$ cat src/rtl/rf_write_scheduler.sv
// Register-file write-port scheduler: routes the WB stage and two long-latency
// writeback sources onto the two RF write ports, with a round-robin pointer, a collision filter and counters.
module rf_write_scheduler #(
    parameter int CNT_W = 16
) (
    input  logic             clk,
    input  logic             reset,
    input  logic             req0_valid,
    input  logic [4:0]       req0_reg,
    input  logic [31:0]      req0_data,
    input  logic             req1_valid,
    input  logic [4:0]       req1_reg,
    input  logic [31:0]      req1_data,
    output logic             req1_ready,
    input  logic             req2_valid,
    input  logic [4:0]       req2_reg,
    input  logic [31:0]      req2_data,
    output logic             req2_ready,
    output logic             RegWrite,
    output logic [4:0]       Write_register,
    output logic [31:0]      Write_data,
    output logic             RegWrite2,
    output logic [4:0]       Write_register2,
    output logic [31:0]      Write_data2,
    output logic [CNT_W-1:0] stall_cnt,
    output logic [CNT_W-1:0] squash_cnt,
    output logic             err_dup
);

    localparam logic [CNT_W-1:0] CntOne = {{(CNT_W-1){1'b0}}, 1'b1};

    logic             r_rrPtr;
    logic [CNT_W-1:0] r_stallCnt;
    logic [CNT_W-1:0] r_squashCnt;
    logic             r_errDup;

    logic        w_v0, w_v1, w_v2;
    logic        w_gnt1, w_gnt2;
    logic        w_aUsed, w_bUsed;
    logic [4:0]  w_aReg, w_bReg;
    logic [31:0] w_aData, w_bData;
    logic        w_collide, w_weA, w_weB, w_stall;

    // Requests are ignored while reset is held so no grant or write can escape.
    assign w_v0 = req0_valid & ~reset;
    assign w_v1 = req1_valid & ~reset;
    assign w_v2 = req2_valid & ~reset;

    always_comb begin
        w_gnt1 = w_v1;
        w_gnt2 = w_v2;
        if (w_v0 && w_v1 && w_v2) begin
            w_gnt1 = ~r_rrPtr;
            w_gnt2 = r_rrPtr;
        end
    end

    always_comb begin
        w_aUsed = 1'b0;
        w_aReg  = 5'd0;
        w_aData = 32'd0;
        w_bUsed = 1'b0;
        w_bReg  = 5'd0;
        w_bData = 32'd0;
        if (w_v0) begin
            w_aUsed = 1'b1;
            w_aReg  = req0_reg;
            w_aData = req0_data;
            if (w_gnt1) begin
                w_bUsed = 1'b1;
                w_bReg  = req1_reg;
                w_bData = req1_data;
            end else if (w_gnt2) begin
                w_bUsed = 1'b1;
                w_bReg  = req2_reg;
                w_bData = req2_data;
            end
        end else if (w_gnt1) begin
            w_aUsed = 1'b1;
            w_aReg  = req1_reg;
            w_aData = req1_data;
            if (w_gnt2) begin
                w_bUsed = 1'b1;
                w_bReg  = req2_reg;
                w_bData = req2_data;
            end
        end else if (w_gnt2) begin
            w_aUsed = 1'b1;
            w_aReg  = req2_reg;
            w_aData = req2_data;
        end
    end

    // Port A always holds the write that survives a same-register collision.
    assign w_collide = w_aUsed & w_bUsed & (w_aReg == w_bReg) & (w_aReg != 5'd0);
    assign w_weA     = w_aUsed & (w_aReg != 5'd0);
    assign w_weB     = w_bUsed & (w_bReg != 5'd0) & ~w_collide;

    assign RegWrite        = w_weA;
    assign Write_register  = w_weA ? w_aReg  : 5'd0;
    assign Write_data      = w_weA ? w_aData : 32'd0;
    assign RegWrite2       = w_weB;
    assign Write_register2 = w_weB ? w_bReg  : 5'd0;
    assign Write_data2     = w_weB ? w_bData : 32'd0;

    assign req1_ready = w_gnt1;
    assign req2_ready = w_gnt2;

    assign w_stall = (req1_valid & ~w_gnt1) | (req2_valid & ~w_gnt2);

    always_ff @(posedge clk) begin
        if (reset) begin
            r_rrPtr     <= 1'b0;
            r_stallCnt  <= '0;
            r_squashCnt <= '0;
            r_errDup    <= 1'b0;
        end else begin
            // After a contested cycle the pointer favours the source that lost.
            if (w_v1 && w_v2 && (w_gnt1 ^ w_gnt2))
                r_rrPtr <= w_gnt1;
            if (w_stall && (r_stallCnt != '1))
                r_stallCnt <= r_stallCnt + CntOne;
            if (w_collide && (r_squashCnt != '1))
                r_squashCnt <= r_squashCnt + CntOne;
            if (w_collide && !w_v0)
                r_errDup <= 1'b1;
        end
    end

    assign stall_cnt  = r_stallCnt;
    assign squash_cnt = r_squashCnt;
    assign err_dup    = r_errDup;

endmodule

$ cat config.mk
export PLATFORM = sky130hd
export DESIGN_NAME = rf_write_scheduler
export DESIGN_NICKNAME = d
export VERILOG_FILES = /design/src/rtl/rf_write_scheduler.sv
export SDC_FILE = /design/constraint.sdc
export NUM_CORES = 1
export LEC_CHECK = 0
export BUFFER_PORTS_ARGS = -buffer_cell sky130_fd_sc_hd__buf_4
export CAP_MARGIN = 20
export CELL_PAD_IN_SITES_DETAIL_PLACEMENT = 0
export CELL_PAD_IN_SITES_GLOBAL_PLACEMENT = 1
export CORE_MARGIN = 2
export CORE_UTILIZATION = 30
export DETAILED_ROUTE_END_ITERATION = 12
export HOLD_SLACK_MARGIN = 0.03
export PLACE_DENSITY = 0.92
export SYNTH_ARGS = -nofsm -noshare
export SYNTH_HDL_FRONTEND = slang
export SYNTH_SLANG_ARGS = --single-unit
$ cat constraint.sdc
create_clock -name clk -period 8.37 [get_ports clk]
set_input_delay 2.511 -clock clk [delete_from_list [all_inputs] [get_ports clk]]
set_output_delay 2.511 -clock clk [all_outputs]
set_load 0.1 [all_outputs]
==> results.sh, run 1 <==
export IMPL_status="complete, no violations"
export IMPL_area_growth_pct=62.9
export IMPL_ys_types=53
export IMPL_fin_crit_ns=7.84
export IMPL_min_from="err_dup"
export IMPL_drt_total_wl_microns=13900
export IMPL_grt_pass1_vias=4078
export IMPL_instances_no_fill=839
export IMPL_syn_nets=619
export IMPL_crit_arrival_ns=5.33
export IMPL_hold_viol=0
export IMPL_finalPower_uw=698
export IMPL_cap_violations=0
export IMPL_synth_edf_count=0
export IMPL_post_cts_buffers=0
export IMPL_track_usage_pct=20.7
export IMPL_final_cell_mix="buf_4 (235), nor2_1 (110), a21oi_1 (44)"
export IMPL_cts_buffer_depth=2
export IMPL_coreArea_sq_um=10900
export IMPL_via_count=4564
export IMPL_synth_flop_cell="dfxtp_1"
export IMPL_slew_violations=0
export IMPL_r2r_cells=7
export IMPL_grt_pass1_wl_microns=20300
export IMPL_dr_pass1_iters=5
export IMPL_power_density_nw_per_um2=127
export IMPL_layout_setup_ws_ns=0.531
export IMPL_multiInputGateArea_sq_um=2710
export IMPL_cts_resized=0
export IMPL_wl_per_cell_microns=16.5
export IMPL_tritoncts="built"
export IMPL_die_y_microns=110
export IMPL_ff2ff_setup_slack_ns=5.51
export IMPL_ant_nets=0
export IMPL_detailedPlace_worstSlack_ns=0.524
export IMPL_worst_pin_slew_ns=0.767
export IMPL_clk_latency_ns=0.30
export IMPL_antenna_cells=0
export IMPL_h_tree_depth=2
export IMPL_clock_sinks=34
export IMPL_irDropWorstVdd_mv=0.117
export IMPL_placementRows=38
export IMPL_gp_congestion=0.906
export IMPL_start_kind="input pin"
export IMPL_hp_class="register to register"
export IMPL_netlist_area_sq_um=3370
export IMPL_setup_viol=0
export IMPL_hpwl_microns=10700
export IMPL_synthArstFlopShare_pct=0
export IMPL_antenna_found_initial=0
export IMPL_synth_cells=500
export IMPL_design_area_sq_um=5490
export IMPL_num_fill_cells=1051
export IMPL_clock_root_buffer="clkbuf_8"
export IMPL_max_slew_margin_rel_pct=48.9
export IMPL_cp_required_ns=5.86
export IMPL_fmaxAchievable_mhz=128
export IMPL_post_route_period_util_pct=93.7
export IMPL_start_util_pct=30.9
export IMPL_ys_seq_area_share_pct=20.2
export IMPL_clock_skew_ns=0.0117
export IMPL_cts_hold_buf=0
export IMPL_clk_pin_slew_worst_paths_ns=0.07
export IMPL_cts_buffers=5
export IMPL_dp_cells=831
export IMPL_drive_gt1_share_pct=45.2
export IMPL_mostFrequentLayoutCell="buf_4"
export IMPL_whs_ns=0.506
export IMPL_grt_ovfl_total=0
export IMPL_numPortBuffers=226
export IMPL_holdPathEnd="err_dup"
export IMPL_r2r_end="squash_cnt[6]"
export IMPL_nNetsFinal=817
export IMPL_drt_initial_drc_count=477
export IMPL_drc_errors=0
export IMPL_endpoint_kind="output port"
export IMPL_timing_rr_start="r_rrPtr"
export IMPL_ys_warn_count=0
export IMPL_place_area_sq_um=5380
export IMPL_pin_count=227
export IMPL_vias_per_cell=5.44
export IMPL_dieArea_sq_um=12100
export IMPL_p_leak_uw=0.00229
export IMPL_ys_ff_latch=34
export IMPL_syn_avg_cell_area_sq_um=6.73
export IMPL_grt_max_degree=70
export IMPL_path_class="input pin to output port"
export IMPL_hold_depth=1
export IMPL_die_w_microns=110
export IMPL_seq_area_sq_um=681
export IMPL_rsz0062_at_grt="no"
export IMPL_cp_max_fo=50
==> layout make-up <==
type	count	share of cell area (%)
flip-flops and latches	34	12.4
clock buffers	5	1.25
repair buffers	235	32.2
multi-input cells	409	49.4
well taps	140	3.19
inverters	13	0.890
clock inverters	3	0.730
==> sequential cells by signal, indices dropped and copies added (netlist names) <==
signal,count
err_dup,1
r_rrPtr,1
squash_cnt,16
stall_cnt,16
==> per-layer routing <==
| layer | share of wire, % | up-vias | global-route usage, % |
|---|---|---|---|
| met3 | 7.5 | 11 | 3.44 |
| met1 | 40 | 2149 | 24.6 |
| li1 | - | 2216 | - |
| met4 | 1.0 | 0 | 3.62 |
| met5 | 0 | - | 0 |
| met2 | 52 | 188 | 39.0 |
==> per-stage QoR <==
stage	setup TNS, ns	utilization [%]
2_1_floorplan	-0.870	-
3_3_place_gp	0	49.4
3_5_place_dp	0	49.4
4_1_cts	0	50.4
5_1_grt	0	50.4
6_report	0	50.4
==> how the worst max path moves through the flow <==
stage / startpoint / endpoint / slack, ns / cells past startpoint
global placement: reset / Write_register2[1] / 0.64 / 10
detailed placement: reset / Write_register2[1] / 0.52 / 10
CTS: reset / Write_register2[1] / 0.52 / 10
global route: reset / Write_register2[4] / 0.33 / 10
finish: reset / Write_register2[1] / 0.53 / 10
floorplan: req0_valid / Write_register2[1] / -0.09 / 12
==> cells in the mapped netlist (3+ instances only) <==
master | instances | share of area, %
nor2_1 | 133 | 15
a21oi_1 | 44 | 6.5
a22oi_1 | 35 | 7.8
dfxtp_1 | 34 | 20
a211oi_1 | 32 | 7.1
clkbuf_1 | 28 | 3.1
nand2_1 | 15 | 1.7
inv_1 | 13 | 1.4
nand4_1 | 12 | 2.2
xor2_1 | 12 | 3.1
buf_2 | 11 | 1.6
nand3_1 | 9 | 1.3
or4_1 | 9 | 2.0
nor2b_1 | 8 | 1.5
o21ai_0 | 7 | 1.0
o31ai_1 | 7 | 1.6
nand3b_1 | 6 | 1.3
nor3_1 | 6 | 0.89
mux2_1 | 5 | 1.7
or3_1 | 5 | 0.93
nand2b_1 | 4 | 0.74
nor3b_1 | 4 | 0.89
nor4_1 | 4 | 0.74
or2_2 | 4 | 0.74
xnor2_1 | 4 | 1.0
ha_1 | 3 | 1.1
mux2_2 | 3 | 1.0
mux2i_1 | 3 | 0.89
o22ai_1 | 3 | 0.56
o311ai_1 | 3 | 0.78
o41ai_1 | 3 | 0.78
==> critical path: stages <==
cell,delay (ns)
buf_4,0.42
nand2b_1,0.32
nor3_4,0.10
a22oi_1,0.36
xor2_1,0.13
or3_1,0.54
o21ai_4,0.21
buf_4,0.35
nor2b_1,0.12
buf_4,0.25
==> kinds of logic after synthesis <==
| kind of cell | share of synthesized area [%] |
|---|---|
| adder cells (fa/ha/maj) | 1.11 |
| multiplexers | 3.57 |
| AO/OA/AOI/OAI | 30.7 |
| flip-flops | 20.2 |
| buffers and inverters | 7.32 |
| XOR/XNOR | 4.16 |
| AND/OR/NAND/NOR | 32.9 |
==> power breakdown <==
part	internal [uW]	switching, uW	total, uW
clock network	87.6	62.5	150
logic	105	277	381
registers	164	2.90	167
total	356	342	698
Note: power is estimated with default switching activity, not from simulation.
==> run 2, diff against run 1 <==
Settings changed: BUFFER_PORTS_ARGS -buffer_cell sky130_fd_sc_hd__buf_4 to -buffer_cell sky130_fd_sc_hd__buf_2.
==> run 2 against run 1 <==
  * Sequential power barely moved
  * Highest routed layer unchanged
  * Largest cell class unchanged
  * Sequential share of layout area fell by 0.076 points
  * Global-route usage rose by 0.37 points
  * Largest power group unchanged
  * Cell count rose by 0.72%
  * Maximum frequency rose by 1.4%
==> results.sh, run 2 (synthesized netlist as in run 1, its figures left out) <==
export IMPL_r2r_cells=7
export IMPL_grt_ovfl_total=0
export IMPL_pin_count=227
export IMPL_grt_pass1_wl_microns=20600
export IMPL_whs_ns=0.463
export IMPL_power_density_nw_per_um2=121
export IMPL_track_usage_pct=21.1
export IMPL_post_cts_buffers=0
export IMPL_h_tree_depth=2
export IMPL_via_count=4518
export IMPL_p_leak_uw=0.00229
export IMPL_num_fill_cells=1042
export IMPL_cpMostUsedCell="buf_12"
export IMPL_grt_max_degree=51
export IMPL_clk_pin_slew_worst_paths_ns=0.07
export IMPL_nNetsFinal=817
export IMPL_gp_congestion=0.891
export IMPL_dieArea_sq_um=12100
export IMPL_antenna_found_initial=5
export IMPL_clk_latency_ns=0.29
export IMPL_wl_per_cell_microns=16.4
export IMPL_status="complete, no violations"
export IMPL_drive_gt1_share_pct=45.2
export IMPL_crit_chain="buf_2 -> and3_1 -> nor3_4 -> a22oi_1 -> xor2_1 -> or3_1 -> o21ai_4 -> buf_12 -> nor2_1 -> buf_12"
export IMPL_die_y_microns=110
export IMPL_cts_buffer_depth=2
export IMPL_endpoint_kind="output port"
export IMPL_grt_pass1_vias=4187
export IMPL_cp_top_family="simple AND/OR/NAND/NOR gates"
export IMPL_final_cell_mix="buf_2 (188), nor2_1 (110), a21oi_1 (44)"
export IMPL_max_slew_margin_rel_pct=53.7
export IMPL_dr_pass1_iters=5
export IMPL_irDropWorstVdd_mv=0.0823
export IMPL_route_met2_wl_microns=7300
export IMPL_crit_arrival_ns=5.22
export IMPL_clock_sinks=34
export IMPL_slowest_stage="or3_1"
export IMPL_finalPower_uw=669
export IMPL_worst_path_buf_inv=3
export IMPL_wl_met1_microns=5270
export IMPL_cts_buffers=5
export IMPL_cts_hold_buf=0
export IMPL_slew_violations=0
export IMPL_tritoncts="built"
export IMPL_fmaxAchievable_mhz=129
export IMPL_die_w_microns=110
export IMPL_placementRows=38
export IMPL_coreArea_sq_um=10900
export IMPL_mostFrequentLayoutCell="buf_2"
export IMPL_top_layer="met4"
export IMPL_design_area_sq_um=5520
export IMPL_vias_per_cell=5.35
export IMPL_hold_viol=0
export IMPL_cp_max_fo=38
export IMPL_wl_met3_microns=1190
export IMPL_hp_class="register to register"
export IMPL_cts_resized=0
export IMPL_start_kind="input pin"
export IMPL_fin_crit_ns=7.73
export IMPL_numPortBuffers=226
export IMPL_cp_required_ns=5.86
export IMPL_post_route_period_util_pct=92.4
export IMPL_worst_pin_slew_ns=0.688
export IMPL_clock_root_buffer="clkbuf_8"
export IMPL_start_util_pct=30.9
export IMPL_ant_nets=0
export IMPL_cap_violations=0
export IMPL_place_area_sq_um=5390
export IMPL_rsz0062_at_grt="no"
export IMPL_path_class="input pin to output port"
export IMPL_drt_initial_drc_count=472
export IMPL_hpwl_microns=10700
export IMPL_crit_cells=10
export IMPL_clock_skew_ns=0.00603
export IMPL_drt_total_wl_microns=13900
export IMPL_setup_viol=0
export IMPL_max_stage_delay_ns=0.54
export IMPL_area_growth_pct=63.9
export IMPL_drc_errors=0
export IMPL_hold_depth=1
-- run 2: changes by cell type in the layout (fill, tap and decap cells not counted) --
cell       before  now
buf_2           0  188
bufinv_16       1    0
buf_4         235    8
clkinv_2        2    0
diode_2         0    6
buf_12          0   39
clkbuf_8        5    8
-- run 2: cell type report --
class / count / area, sq um / share of cell area [%]
timing repair buffer: 235 / 1780 / 32.3
sequential: 34 / 681 / 12.3
multi-input combinational: 409 / 2710 / 49.1
antenna: 6 / 15.0 / 0.272
clock buffer: 8 / 110 / 2.00
tap: 140 / 175 / 3.17
inverter: 13 / 48.8 / 0.884
-- run 2: power breakdown --
group | internal [uW] | switching, uW | leakage, uW
Clock | 83.1 | 60.5 | 0.0000576
Combinational | 82.3 | 277 | 0.00196
Sequential | 164 | 2.54 | 0.000274
Total | 329 | 340 | 0.00229
-- run 2: path summary, 6_finish.rpt --
| path | slack, ns | startpoint | end |
|---|---|---|---|
| min | 0.46 | err_dup | err_dup |
| min reg2reg | 0.46 | err_dup | err_dup |
| max | 0.64 | req0_valid | Write_data2[2] |
| max reg2reg | 5.42 | r_rrPtr | squash_cnt[4] |
-- run 2: per-stage QoR --
stage | utilization, % | std cells | TNS (ns) | setup WS [ns]
2_1_floorplan | - | 500 | -0.870 | -0.0871
3_3_place_gp | 49.5 | 831 | 0 | 0.841
3_5_place_dp | 49.5 | 831 | 0 | 0.666
4_1_cts | 50.6 | 839 | 0 | 0.665
5_1_grt | 50.7 | 844 | 0 | 0.483
6_report | 50.7 | 845 | 0 | 0.637
-- run 2: per-layer routing --
layer,vias up,track usage (%)
li1,2216,-
met1,2095,23.7
met2,193,38.6
met3,14,5.16
met4,0,7.05
met5,-,0
==> run 3, diff against run 2 <==
Settings changed: ABC_AREA set to 1, CORE_UTILIZATION 30 to 29, PLACE_DENSITY 0.92 to 0.9.
==> run 3 against run 2 <==
  * Die area is 14% higher
  * Sequential power hardly changed
  * Clock power rose by 49%
  * Core utilization decreased by 2.7 points
  * Cell count up 27%
  * Largest power group unchanged
==> results.sh, run 3 <==
export IMPL_share_seq_of_total_power_pct=22.6
export IMPL_netlist_area_sq_um=3720
export IMPL_cts_buffers=5
export IMPL_post_cts_buffers=0
export IMPL_numPortBuffers=226
export IMPL_detailedPlace_worstSlack_ns=0.293
export IMPL_synthArstFlopShare_pct=0
export IMPL_drive_gt1_share_pct=35.1
export IMPL_instances_no_fill=1073
export IMPL_mostFrequentLayoutCell="nand2_1"
export IMPL_synth_xor_area_share_pct=3.06
export IMPL_cts_buffer_depth=2
export IMPL_drc_errors=0
export IMPL_num_fill_cells=1302
export IMPL_grt_pass1_wl_microns=25000
export IMPL_yosysTopAreaCellShare_pct=22.4
export IMPL_yosys_area_share_simple_pct=45.4
export IMPL_post_route_period_util_pct=94.6
export IMPL_via_count=5301
export IMPL_rsz0062_at_grt="no"
export IMPL_cp_required_ns=5.86
export IMPL_p_leak_uw=0.00256
export IMPL_status="complete, no violations"
export IMPL_endpoint_kind="output port"
export IMPL_pwr_share_comb_pct=48.3
export IMPL_clock_skew_ns=0.00434
export IMPL_die_w_microns=117
export IMPL_clock_sinks=34
export IMPL_die_y_microns=117
export IMPL_ant_nets=0
export IMPL_ys_types=40
export IMPL_clock_root_buffer="clkbuf_16"
export IMPL_coreArea_sq_um=12600
export IMPL_ys_top_cells_by_area="nand2_1 (22%), dfxtp_1 (18%), a21oi_1 (13%)"
export IMPL_p_sw_uw=349
export IMPL_track_usage_pct=21.6
export IMPL_fin_crit_ns=7.92
export IMPL_layout_setup_ws_ns=0.449
export IMPL_cts_hold_buf=0
export IMPL_syn_nets=813
export IMPL_max_slew_margin_rel_pct=27.9
export IMPL_gp_congestion=0.953
export IMPL_cp_max_fo=21
export IMPL_wl_per_cell_microns=14.5
export IMPL_synth_flop_cell="dfxtp_1"
export IMPL_grt_pass1_vias=5045
export IMPL_crit_arrival_ns=5.41
export IMPL_synth_mux_area_share_pct=0
export IMPL_dp_cells=1064
export IMPL_grt_ovfl_total=0
export IMPL_synth_edf_count=0
export IMPL_grt_max_degree=47
export IMPL_setup_viol=0
export IMPL_hp_class="register to register"
export IMPL_swShare_pct=47.5
export IMPL_slew_violations=0
export IMPL_cts_resized=0
export IMPL_cap_violations=0
export IMPL_dr_pass1_iters=5
export IMPL_clock_power_share_pct=29.1
export IMPL_synth_compound_area_share_pct=21.9
export IMPL_yosys_top_cells_count="nand2_1 (222), nor2_1 (101), a21oi_1 (94)"
export IMPL_synth_cells=694
export IMPL_final_cell_mix="nand2_1 (222), buf_2 (188), a21oi_1 (85)"
export IMPL_ys_ff_latch=34
export IMPL_internal_power_uw=387
export IMPL_hold_viol=0
export IMPL_hpwl_microns=11800
export IMPL_synth_top_family_by_area="simple AND/OR/NAND/NOR gates"
export IMPL_yosysMostFrequentCell="nand2_1"
export IMPL_placementRows=41
export IMPL_tritoncts="built"
export IMPL_whs_ns=0.460
export IMPL_path_class="input pin to output port"
export IMPL_clk_pin_slew_worst_paths_ns=0.05
export IMPL_yosys_area_top_type="nand2_1"
export IMPL_drt_initial_drc_count=457
export IMPL_pin_count=227
export IMPL_start_kind="input pin"
export IMPL_antenna_found_initial=2
export IMPL_drt_total_wl_microns=15500
export IMPL_ys_seq_area_share_pct=18.3
export IMPL_synthAdderAreaFrac_pct=1.01
export IMPL_nNetsFinal=1019
export IMPL_vias_per_cell=4.94
export IMPL_clk_latency_ns=0.28
export IMPL_worst_pin_slew_ns=1.08
export IMPL_multiInputGateArea_sq_um=2960
export IMPL_h_tree_depth=2
export IMPL_irDropWorstVdd_mv=0.126
export IMPL_start_util_pct=29.6
export IMPL_seq_area_sq_um=681
export IMPL_ys_warn_count=0
export IMPL_dieArea_sq_um=13800
export IMPL_syn_avg_cell_area_sq_um=5.37
export IMPL_area_growth_pct=61.9
export IMPL_fmaxAchievable_mhz=126
export IMPL_power_density_nw_per_um2=122
==> run 3: changes by cell type in the layout (fill, tap and decap cells not counted), moves of 35 or more <==
cell     previous run  this run
a21oi_1            44        85
nand2_1            15       222
a22oi_1            35         0
nor2_1            110        63
o21ai_0             7        46
==> run 3: cell type report <==
| cell class | count | share of cell area, % |
|---|---|---|
| clock inverters | 1 | 0.498 |
| diodes | 1 | 0.0415 |
| clock buffers | 6 | 2.30 |
| multi-input cells | 572 | 49.0 |
| repair buffers | 239 | 30.2 |
| inverters | 48 | 3.03 |
| well taps | 172 | 3.57 |
| flip-flops and latches | 34 | 11.3 |
==> run 3: worst paths after layout <==
| check | cells past startpoint | endpoint | slack [ns] | from |
|---|---|---|---|---|
| worst min-delay path | 2 | err_dup | 0.46 | err_dup |
| worst max-delay path | 18 | Write_data2[10] | 0.45 | reset |
| worst min register to register | 2 | err_dup | 0.46 | err_dup |
| worst max register to register | 11 | squash_cnt[4] | 5.44 | squash_cnt[0] |
==> run 3: stage by stage <==
| step | power [uW] | util [%] | area, sq um | TNS, ns |
|---|---|---|---|---|
| CTS | 739 | 47.9 | 6020 | 0 |
| global route | 765 | 48.0 | 6030 | 0 |
| finish | 736 | 48.0 | 6030 | 0 |
| global placement | 523 | 46.6 | 5850 | 0 |
| detailed placement | 523 | 46.6 | 5850 | 0 |
| floorplan | 439 | - | 4000 | -0.168 |
==> run 3: worst max-delay path, cell delays in order <==
cell	delay, ns
buf_2	0.15
inv_2	0.15
nand2_1	0.13
a31oi_4	0.40
buf_4	0.32
nand3_1	0.12
nand2_1	0.12
o21ai_0	0.15
nand2_1	0.09
nand2_1	0.05
nor2_1	0.14
nand3_1	0.10
nor2_2	0.19
nor2_4	0.07
inv_4	0.19
buf_12	0.25
nor2_2	0.07
buf_12	0.17
==> run 3: power by group through the flow <==
stage,Combinational (uW),Clock (uW),Sequential (uW)
after floorplan,256,0,183
after global placement,353,0,170
after detailed placement,353,0,170
after CTS,354,218,166
after global routing,376,222,167
final,355,214,166
==> run 3: metal layers <==
metal  track usage [%]  share of wire, %  vias to the layer above
met4              7.23               2.9                        2
li1                  -                 -                     2688
met2              37.5                48                      221
met3              3.89               6.9                       29
met5                 0             0.096                        -
met1              26.7                42                     2361
==> run 3: cell families (layout without fill, tap and decap cells) <==
family	after synthesis	in the layout
simple gates	402	403
compound gates	153	153
buf+inv	89	294
flops	34	34
xor+xnor	13	13
fa+ha+maj	3	3
other cells	0	1
